### config.mk
export PLATFORM = sky130hd
export DESIGN_NAME = lcd_i2c_nibbler_flat
export DESIGN_NICKNAME = d
export VERILOG_FILES = /design/src/rtl/lcd_i2c_nibbler_if.sv /design/src/rtl/lcd_i2c_nibbler.sv /design/src/flat_wrapper.sv
export SDC_FILE = /design/constraint.sdc
export NUM_CORES = 1
export LEC_CHECK = 0
export ABC_AREA = 0
export ABC_CLOCK_PERIOD_IN_PS = 3400
export BUFFER_PORTS_ARGS = -buffer_cell sky130_fd_sc_hd__buf_2
export CORE_UTILIZATION = 54
export CTS_CLUSTER_SIZE = 25
export DETAILED_ROUTE_END_ITERATION = 8
export PLACE_DENSITY_LB_ADDON = 0.08
export SLEW_MARGIN = 10
export SYNTH_ARGS = -nofsm -noshare
export SYNTH_HDL_FRONTEND = slang
export SYNTH_SLANG_ARGS = --single-unit
### constraint.sdc
create_clock -name clk -period 3.4 [get_ports clk]
set_clock_uncertainty 0.2 [all_clocks]
set_input_delay 0.17 -clock clk [delete_from_list [all_inputs] [get_ports clk]]
set_output_delay 0.17 -clock clk [all_outputs]
set_load 0.05 [all_outputs]
### src/rtl/lcd_i2c_nibbler_if.sv
// Backpack-byte valid/ready channel from the LCD nibbler to the I2C master.
interface lcd_i2c_nibbler_if;
   logic       i2c_valid;
   logic       i2c_ready;
   logic [6:0] i2c_addr;
   logic [7:0] i2c_data;

   modport master (output i2c_valid, output i2c_addr, output i2c_data, input i2c_ready);
   modport slave  (input i2c_valid, input i2c_addr, input i2c_data, output i2c_ready);
endinterface

### src/rtl/lcd_i2c_nibbler.sv
// HD44780 4-bit init and command nibbler that feeds PCF8574 backpack bytes to an I2C master.
// Optional cursor tracking with auto line-wrap is enabled by LCD_CURSOR_TRACK_EN.
module lcd_i2c_nibbler #(
   parameter logic [6:0]  I2C_ADDR  = 7'h27,
   parameter bit          BACKLIGHT = 1'b1,
   parameter int unsigned PWRUP_CYC = 4000000,
   parameter int unsigned INIT_CYC  = 250000,
   parameter int unsigned CMD_CYC   = 2500,
   parameter int unsigned CLR_CYC   = 100000
) (
   input  logic              clk,
   input  logic              rst,
   input  logic              cmd_valid,
   output logic              cmd_ready,
   input  logic              cmd_rs,
   input  logic [7:0]        cmd_byte,
   lcd_i2c_nibbler_if.master i2c,
   output logic              init_done
`ifdef LCD_CURSOR_TRACK_EN
   ,
   output logic [0:0]        cur_row,
   output logic [3:0]        cur_col
`endif
);

   localparam int unsigned MAX_AB  = (PWRUP_CYC > INIT_CYC) ? PWRUP_CYC : INIT_CYC;
   localparam int unsigned MAX_CD  = (CMD_CYC > CLR_CYC) ? CMD_CYC : CLR_CYC;
   localparam int unsigned MAX_CYC = (MAX_AB > MAX_CD) ? MAX_AB : MAX_CD;
   localparam int unsigned CW      = $clog2(MAX_CYC) + 1;
   localparam int unsigned N_INIT  = 8;

   localparam logic [CW-1:0] D_PWRUP = CW'(PWRUP_CYC);
   localparam logic [CW-1:0] D_INIT  = CW'(INIT_CYC);
   localparam logic [CW-1:0] D_CMD   = CW'(CMD_CYC);
   localparam logic [CW-1:0] D_CLR   = CW'(CLR_CYC);
   localparam logic [CW-1:0] CNT_ONE = CW'(1);

   typedef enum logic [1:0] {ST_PWRUP, ST_SEND, ST_WAIT, ST_IDLE} state_t;

   state_t        r_state;
   logic [CW-1:0] r_cnt;
   logic [CW-1:0] r_dly;
   logic [7:0]    r_byte;
   logic          r_rs;
   logic          r_nib;
   logic [1:0]    r_xfer;
   logic [3:0]    r_step;
   logic          r_cmd_ready;
   logic          r_init_done;
   logic          r_i2c_valid;
   logic [7:0]    r_i2c_data;
`ifdef LCD_CURSOR_TRACK_EN
   logic [0:0]    r_row;
   logic [3:0]    r_col;
   logic          r_auto_pend;
   logic          w_go_auto;
`endif

   logic [7:0]    w_step_byte;
   logic          w_step_nib;
   logic [CW-1:0] w_step_dly;
   logic          w_go;
   logic          w_go_init;
   logic [7:0]    w_go_byte;
   logic          w_go_rs;
   logic          w_go_nib;
   logic [CW-1:0] w_go_dly;
   logic          w_to_idle;
   logic          w_accept;
   logic          w_hs;
   logic          w_last;
   logic [1:0]    w_next_xfer;
   logic [7:0]    w_next_data;

   assign cmd_ready     = r_cmd_ready;
   assign init_done     = r_init_done;
   assign i2c.i2c_valid = r_i2c_valid;
   assign i2c.i2c_data  = r_i2c_data;
   assign i2c.i2c_addr  = I2C_ADDR;
`ifdef LCD_CURSOR_TRACK_EN
   assign cur_row = r_row;
   assign cur_col = r_col;
`endif

   // Power-up init table; nibble-only steps carry their nibble in the high half.
   always_comb begin
      w_step_byte = 8'h00;
      w_step_nib  = 1'b0;
      w_step_dly  = D_CMD;
      case (r_step)
         4'd0: begin w_step_byte = 8'h30; w_step_nib = 1'b1; w_step_dly = D_INIT; end
         4'd1: begin w_step_byte = 8'h30; w_step_nib = 1'b1; w_step_dly = D_INIT; end
         4'd2: begin w_step_byte = 8'h30; w_step_nib = 1'b1; end
         4'd3: begin w_step_byte = 8'h20; w_step_nib = 1'b1; end
         4'd4: w_step_byte = 8'h28;
         4'd5: w_step_byte = 8'h0C;
         4'd6: begin w_step_byte = 8'h01; w_step_dly = D_CLR; end
         4'd7: w_step_byte = 8'h06;
         default: ;
      endcase
   end

   // Launch selection: next init step, cursor auto-command, or a user command.
   always_comb begin
      w_go      = 1'b0;
      w_go_init = 1'b0;
      w_go_byte = w_step_byte;
      w_go_rs   = 1'b0;
      w_go_nib  = w_step_nib;
      w_go_dly  = w_step_dly;
      w_to_idle = 1'b0;
      w_accept  = 1'b0;
`ifdef LCD_CURSOR_TRACK_EN
      w_go_auto = 1'b0;
`endif
      case (r_state)
         ST_PWRUP: begin
            if (r_cnt == '0) begin
               w_go      = 1'b1;
               w_go_init = 1'b1;
            end
         end
         ST_WAIT: begin
            if (r_cnt == '0) begin
               if (r_step != 4'(N_INIT)) begin
                  w_go      = 1'b1;
                  w_go_init = 1'b1;
               end
`ifdef LCD_CURSOR_TRACK_EN
               else if (r_auto_pend) begin
                  w_go      = 1'b1;
                  w_go_auto = 1'b1;
                  w_go_byte = {1'b1, r_row, 6'b0};
                  w_go_nib  = 1'b0;
                  w_go_dly  = D_CMD;
               end
`endif
               else begin
                  w_to_idle = 1'b1;
               end
            end
         end
         ST_IDLE: begin
            if (cmd_valid && r_cmd_ready) begin
               w_go      = 1'b1;
               w_accept  = 1'b1;
               w_go_byte = cmd_byte;
               w_go_rs   = cmd_rs;
               w_go_nib  = 1'b0;
               w_go_dly  = (!cmd_rs && (cmd_byte inside {8'h01, 8'h02, 8'h03})) ? D_CLR : D_CMD;
            end
         end
         default: ;
      endcase
   end

   always_comb begin
      w_hs        = (r_state == ST_SEND) && r_i2c_valid && i2c.i2c_ready;
      w_last      = r_nib ? (r_xfer == 2'd1) : (r_xfer == 2'd3);
      w_next_xfer = r_xfer + 2'd1;
      w_next_data = {(w_next_xfer[1] ? r_byte[3:0] : r_byte[7:4]), BACKLIGHT,
                     ~w_next_xfer[0], 1'b0, r_rs};
   end

   always_ff @(posedge clk) begin
      if (!rst) begin
         r_state     <= ST_PWRUP;
         r_cnt       <= D_PWRUP - CNT_ONE;
         r_dly       <= '0;
         r_byte      <= '0;
         r_rs        <= 1'b0;
         r_nib       <= 1'b0;
         r_xfer      <= '0;
         r_step      <= '0;
         r_cmd_ready <= 1'b0;
         r_init_done <= 1'b0;
         r_i2c_valid <= 1'b0;
         r_i2c_data  <= '0;
`ifdef LCD_CURSOR_TRACK_EN
         r_row       <= '0;
         r_col       <= '0;
         r_auto_pend <= 1'b0;
`endif
      end else begin
         case (r_state)
            ST_PWRUP: begin
               if (r_cnt != '0) r_cnt <= r_cnt - CNT_ONE;
            end
            ST_SEND: begin
               if (w_hs) begin
                  if (w_last) begin
                     r_i2c_valid <= 1'b0;
                     r_cnt       <= r_dly - CNT_ONE;
                     r_state     <= ST_WAIT;
                  end else begin
                     r_xfer     <= w_next_xfer;
                     r_i2c_data <= w_next_data;
                  end
               end
            end
            ST_WAIT: begin
               if (r_cnt != '0) begin
                  r_cnt <= r_cnt - CNT_ONE;
               end else if (w_to_idle) begin
                  r_state     <= ST_IDLE;
                  r_cmd_ready <= 1'b1;
                  r_init_done <= 1'b1;
               end
            end
            ST_IDLE: begin
               if (w_accept) begin
                  r_cmd_ready <= 1'b0;
`ifdef LCD_CURSOR_TRACK_EN
                  // Data advances the column; wrapping flags a line-address refresh.
                  if (cmd_rs) begin
                     if (r_col == 4'd15) begin
                        r_col       <= '0;
                        r_row       <= ~r_row;
                        r_auto_pend <= 1'b1;
                     end else begin
                        r_col <= r_col + 4'd1;
                     end
                  end else if (cmd_byte[7]) begin
                     r_row <= cmd_byte[6];
                     r_col <= cmd_byte[3:0];
                  end else if (cmd_byte inside {8'h01, 8'h02, 8'h03}) begin
                     r_row <= '0;
                     r_col <= '0;
                  end
`endif
               end
            end
            default: r_state <= ST_PWRUP;
         endcase

         if (w_go) begin
            r_state     <= ST_SEND;
            r_i2c_valid <= 1'b1;
            r_i2c_data  <= {w_go_byte[7:4], BACKLIGHT, 1'b1, 1'b0, w_go_rs};
            r_byte      <= w_go_byte;
            r_rs        <= w_go_rs;
            r_nib       <= w_go_nib;
            r_dly       <= w_go_dly;
            r_xfer      <= '0;
            if (w_go_init) r_step <= r_step + 4'd1;
`ifdef LCD_CURSOR_TRACK_EN
            if (w_go_auto) r_auto_pend <= 1'b0;
`endif
         end
      end
   end

endmodule

### src/flat_wrapper.sv
// flat-port wrapper written by rule: the top's interface ports become plain ports
module lcd_i2c_nibbler_flat 
#(
   parameter logic [6:0]  I2C_ADDR  = 7'h27,
   parameter bit          BACKLIGHT = 1'b1,
   parameter int unsigned PWRUP_CYC = 4000000,
   parameter int unsigned INIT_CYC  = 250000,
   parameter int unsigned CMD_CYC   = 2500,
   parameter int unsigned CLR_CYC   = 100000
)
  (clk, rst, cmd_valid, cmd_ready, cmd_rs, cmd_byte, init_done, i2c_i2c_valid, i2c_i2c_addr, i2c_i2c_data, i2c_i2c_ready);
  lcd_i2c_nibbler_if i2c_i ();
  input  logic clk;
  input  logic rst;
  input  logic cmd_valid;
  output logic cmd_ready;
  input  logic cmd_rs;
  input  logic [7:0] cmd_byte;
  output logic init_done;
  output wire logic [$bits(i2c_i.i2c_valid)-1:0] i2c_i2c_valid;
  output wire logic [$bits(i2c_i.i2c_addr)-1:0] i2c_i2c_addr;
  output wire logic [$bits(i2c_i.i2c_data)-1:0] i2c_i2c_data;
  input wire logic [$bits(i2c_i.i2c_ready)-1:0] i2c_i2c_ready;
  assign i2c_i2c_valid = i2c_i.i2c_valid;
  assign i2c_i2c_addr = i2c_i.i2c_addr;
  assign i2c_i2c_data = i2c_i.i2c_data;
  assign i2c_i.i2c_ready = i2c_i2c_ready;
  lcd_i2c_nibbler #(.I2C_ADDR(I2C_ADDR), .BACKLIGHT(BACKLIGHT), .PWRUP_CYC(PWRUP_CYC), .INIT_CYC(INIT_CYC), .CMD_CYC(CMD_CYC), .CLR_CYC(CLR_CYC)) u_core (.clk(clk), .rst(rst), .cmd_valid(cmd_valid), .cmd_ready(cmd_ready), .cmd_rs(cmd_rs), .cmd_byte(cmd_byte), .i2c(i2c_i), .init_done(init_done));
endmodule
=== Yosys cells after proc, flatten, opt, wreduce, memory -nomap -nowiden ===
Index checks and enable logic that the tools add are counted.

* $add $sub $neg: 4
* Eq/ne operators: 27
* Muxes and demuxes: 46
* Bitwise operators: 4
* Reduce and logical (&&, ||, !) cells: 31

{| class="wikitable"
|+ Operators by type and width
! cell !! number
|-
| two-way mux 23 bit || 5
|-
| two-way mux 8 bit || 6
|-
| case mux 23 bit (2 select lines) || 1
|-
| subtractor 23 x 1 -> 23 bit, second input constant || 2
|-
| case mux 18 bit (2 select lines) || 1
|-
| case mux 6 bit (6 select lines) || 1
|-
| zero test 23 bit || 1
|-
| nonzero test 23 bit || 1
|-
| two-way mux 1 bit || 22
|-
| two-way mux 17 bit || 1
|-
| equality test 4 x 3 -> 1 bit, second input constant || 4
|-
| equality test 8 x 2 -> 1 bit, second input constant || 2
|-
| inequality test 2 x 1 -> 1 bit, second input constant || 6
|-
| AND reduction 3 bit || 4
|-
| nonzero test 2 bit || 6
|-
| AND reduction 5 bit || 2
|-
| inequality test 3 x 1 -> 1 bit, second input constant || 3
|-
| equality test 4 x 2 -> 1 bit, second input constant || 2
|-
| equality test 8 x 1 -> 1 bit, second input constant || 1
|-
| two-way mux 2 bit || 4
|-
| AND reduction 4 bit || 2
|-
| equality test 2 bit, second input constant || 3
|-
| nonzero test 3 bit || 2
|-
| OR reduction 2 bit || 3
|-
| other kinds (19) || 27
|}

* Register bits after elaboration: 74
* Input port bits: 13
* Output and inout port bits: 18

=== Depth between registers and ports, before layout ===
* Depth after elaboration: 8
* Gate-level depth with buffers: 15
* Gate-level depth less buffers: 11

=== Worst setup path before layout ===
OpenSTA, ideal clock, no wires.

* Path kind: reg2reg
* Start point: register u_core.r_state[0]
* End point: register u_core.r_cnt[16]
* Data arrival time: 3.152 ns
* Path slack: -0.048 ns
* Stages on the path, launching flop included: 16
* Buffers on the path: 4
* Period minus slack after synthesis: 3.448 ns
* Cells stage by stage: dfxtp_1 > inv_1 > ha_1 > or2_1 > buf_4 > buf_2 > clkbuf_1 > nand2_1 > ha_1 > clkbuf_1 > nor2b_1 > a32o_1 > nand4_2 > nor3b_2 > nor3_1 > o41ai_2

* Cells in the longest elaborated chain, start to end: 5
* Elaborated cells on any way between the ends: 12
* Classes of those cells: 5 x eq/ne; 1 x mux; 6 x reduce/logical

{| class="wikitable"
|+ RTL lines
! item !! RTL line !! RTL
|-
| start: declaration || lcd_i2c_nibbler.sv:40 || <nowiki>state_t r_state;</nowiki>
|-
| start signal: assignment || lcd_i2c_nibbler.sv:167 || <nowiki>r_state <= ST_PWRUP;</nowiki>
|-
| start signal: assignment || lcd_i2c_nibbler.sv:194 || <nowiki>r_state <= ST_WAIT;</nowiki>
|-
| start signal: assignment || lcd_i2c_nibbler.sv:205 || <nowiki>r_state <= ST_IDLE;</nowiki>
|-
| equality test 2 x 1 -> 1 bit || lcd_i2c_nibbler.sv:158, lcd_i2c_nibbler.sv:185 ||
|-
| logical AND 1 bit (2 in a row) || lcd_i2c_nibbler.sv:158 || <nowiki>w_hs = (r_state == ST_SEND) && r_i2c_valid && i2c.i2c_ready;</nowiki>
|-
| inequality test 2 x 1 -> 1 bit (no source line) || -- ||
|-
| AND reduction 4 bit (no source line) || -- ||
|-
| end signal: assignment || lcd_i2c_nibbler.sv:168 || <nowiki>r_cnt <= D_PWRUP - CNT_ONE;</nowiki>
|-
| end signal: assignment || lcd_i2c_nibbler.sv:187 || <nowiki>if (r_cnt != '0) r_cnt <= r_cnt - CNT_ONE;</nowiki>
|-
| end signal: assignment || lcd_i2c_nibbler.sv:193 || <nowiki>r_cnt <= r_dly - CNT_ONE;</nowiki>
|-
| end: declaration || lcd_i2c_nibbler.sv:41 || <nowiki>logic [CW-1:0] r_cnt;</nowiki>
|}

Parallel ways exist; a longest one is shown, timed or not.
A chain may end at the register's enable or synchronous reset.

=== Worst setup path in the final report ===
Same ends and word-level chain as after synthesis.

==> flow_metrics.tcl <==
set metrics [dict create \
    synth_area_leaders "sky130_fd_sc_hd__dfxtp_1 31%, sky130_fd_sc_hd__nand2_1 5.5%, sky130_fd_sc_hd__a21oi_1 4.5%" \
    core_area_um2 6390 \
    data_required_time_of_the_worst_path_ps 3430 \
    drtPass1Iterations 5 \
    hold_violations 0 \
    slew_margin_rel_pct 26.4 \
    worstMarginPinSlew_ps 1100 \
    power_density_nw_per_um2 289 \
    grt_first_pass_wirelength_um 15300 \
    io_buffers 22 \
    post-place-ws_ps 469 \
    synthMostInstantiatedCell "sky130_fd_sc_hd__dfxtp_1" \
    synth_edf_count 0 \
    postRouteAntennaNets 0 \
    drv_cap 0 \
    cts-buffers-inserted 5 \
    timing.critical_path.arrival_ps 3030 \
    fin_util_pct 60.9 \
    final_nets 477 \
    power.leakage_nw 1.50 \
    synthDominantAreaCellType "sky130_fd_sc_hd__dfxtp_1" \
    dr.first_iter.drc_count 240 \
    via_count 3343 \
    multiInputGateArea_um2 2240 \
    fmaxAchievable_mhz 334 \
    synth_top_cells_by_count "56 x sky130_fd_sc_hd__dfxtp_1, 53 x sky130_fd_sc_hd__nand2_1, 39 x sky130_fd_sc_hd__nor2_1" \
    grt_start_max_net_pins 35 \
    grt_pass1_vias 3143 \
    worst-path-max-fanout 7 \
    num_antenna_cells 0 \
    via_per_inst 6.27 \
    htree_levels 2 \
    design_area_um2 3890 \
    globalRouteOverflowTotal 0 \
    synthCells 435 \
    regArea_um2 1120 \
    clock_latency_ps 320 \
    wl_per_cell_um 17.1 \
    outcome "completed" \
    root_buffer_master "sky130_fd_sc_hd__clkbuf_8" \
    placed_cell_area_um2 3710 \
    rsz0062_at_grt "false" \
    remaining_drc_errors 0 \
    min_period_over_period_pct 88.0 \
    tritoncts "yes" \
    worst_setup_path_end_kind "flip-flop" \
    die_area_um2 6970 \
    number_of_sinks_handled_by_clock_tree_synthesis 56 \
    chipWidth_um 83.5 \
    report.final.slew_viol_count 0 \
    grt_antenna_before_repair 0 \
    site_rows 29 \
    postSynth.topFlopCell "sky130_fd_sc_hd__dfxtp_1" \
    post-cts-setup-buffers 0 \
    path_class "reg -> reg" \
    synth_area_per_cell_um2 8.24 \
    portion_of_the_post_synthesis_area_used_by_sequential_elements_pct 31.3 \
    totalNegativeSetupSlack_ps 0 \
    setup_viol 0 \
    netlist-cell-type-count 76 \
    grtUsageTotal_pct 27.1 \
    finalWirelength_um 9140 \
    postSynth.asyncResetShare_pct 0 \
    setup_ws_ps 407 \
    synth_top_area_share_pct 31.3 \
    critical_path.startpoint_type "flip-flop" \
    layout-drive-gt1-share_pct 15.6 \
    worst_ir_drop_vdd_mv 0.217 \
    syn_area_um2 3580 \
    postSynthRegisterBits 56 \
    detailedPlacementHpwl_um 6420 \
    ios 31 \
    initial_utilization_pct 56.1 \
    min_path_type "in -> reg" \
    area.growth.synth_to_final_pct 8.48 \
    synthesis.yosys.warnings 0 \
    total_power_mw 1.12 \
    minimum_period_implied_by_the_final_worst_setup_slack_ps 2990 \
    clockBufferDepth 2 \
    finalWeightedCongestion 0.886 \
    n_fill_cell 587 \
    die_h_um 83.5 \
    clkTransAtPathRegs_ps 110 \
]
==> state kept, by name, indices dropped and copies added (netlist names) <==
name                  count
u_core.r_cnt             23
u_core.r_byte             8
u_core.i2c.i2c_data       7
u_core.r_dly              5
u_core.r_step             4
u_core.r_state            2
u_core.r_xfer             2
u_core.cmd_ready          1
u_core.i2c.i2c_valid      1
u_core.init_done          1
u_core.r_nib              1
u_core.r_rs               1
==> where the power goes <==
group	switching, mW	internal (mW)	leakage (nW)	total (mW)
clock network	0.247	0.151	0.0452	0.398
logic	0.0432	0.0190	1.01	0.0622
registers	0.00613	0.659	0.452	0.665
==> cell usage in the layout (no fill, tap or decap), types with 8 or more instances in the layout <==
master,n
sky130_fd_sc_hd__buf_4,12
sky130_fd_sc_hd__dfxtp_1,56
sky130_fd_sc_hd__ha_1,9
sky130_fd_sc_hd__conb_1,8
sky130_fd_sc_hd__mux2i_1,10
sky130_fd_sc_hd__o211ai_1,10
sky130_fd_sc_hd__nor3_1,20
sky130_fd_sc_hd__nor4_1,8
sky130_fd_sc_hd__nor2_1,39
sky130_fd_sc_hd__inv_1,9
sky130_fd_sc_hd__dlygate4sd3_1,8
sky130_fd_sc_hd__nand3_1,9
sky130_fd_sc_hd__buf_2,22
sky130_fd_sc_hd__nand2_1,53
sky130_fd_sc_hd__a21oi_1,32
sky130_fd_sc_hd__o21ai_0,19
==> layout make-up <==
| class | instances | share of cell area [%] |
|---|---|---|
| flip-flops and latches | 56 | 28.8 |
| inverters | 9 | 0.869 |
| clock inverters | 3 | 0.644 |
| clock buffers | 5 | 1.77 |
| multi-input cells | 340 | 57.7 |
| repair buffers | 43 | 7.72 |
| well taps | 77 | 2.48 |
==> kinds of logic (layout without fill, tap and decap cells) <==
family / Yosys count / count (layout) / share of synthesized area, %
compound gates: 121 / 121 / 24.9
xor+xnor: 12 / 12 / 2.93
fa+ha+maj: 9 / 9 / 3.14
buf+inv: 45 / 60 / 6.77
flops: 56 / 56 / 31.3
mux: 10 / 10 / 2.79
other cells: 2 / 8 / 0.210
simple gates: 180 / 180 / 28.0
==> metal layers <==
layer	track usage [%]	wire length [um]
met5	0	0
met4	7.86	136
met3	4.55	422
met2	48.7	4570
met1	33.3	4010
==> per-stage QoR <==
step | cells | hold WS, ps
global placement | 517 | 241
global route | 533 | 61.6
floorplan | 441 | 90.5
CTS | 533 | 58.6
finish | 533 | 63.2
detailed placement | 517 | 246
==> critical path: stages (launching register included) <==
cell,delay (ps)
sky130_fd_sc_hd__dfxtp_1,400
sky130_fd_sc_hd__inv_1,80
sky130_fd_sc_hd__ha_1,200
sky130_fd_sc_hd__or2_1,320
sky130_fd_sc_hd__nand2_1,120
sky130_fd_sc_hd__ha_1,160
sky130_fd_sc_hd__nor2b_1,200
sky130_fd_sc_hd__a32o_1,220
sky130_fd_sc_hd__nand4_2,220
sky130_fd_sc_hd__nor3b_2,390
sky130_fd_sc_hd__nor3_1,100
sky130_fd_sc_hd__o41ai_2,310
==> path summary, 6_finish.rpt <==
kind,cells after the start,from,end,slack (ps)
hold / removal,2,rst,u_core.r_cnt[16],60
hold reg to reg,2,u_core.r_byte[4],u_core.r_byte[4],260
setup / recovery,11,u_core.r_state[0],u_core.r_cnt[16],410
setup reg to reg,11,u_core.r_state[0],u_core.r_cnt[16],410
==> repair_timing <==
item | 4_1_cts | 5_1_grt
hold buffers | 8 | 0
gates resized for setup | 0 | 0
endpoints found under the hold margin | 10 | 0
Power figures use the tool's default switching activity.
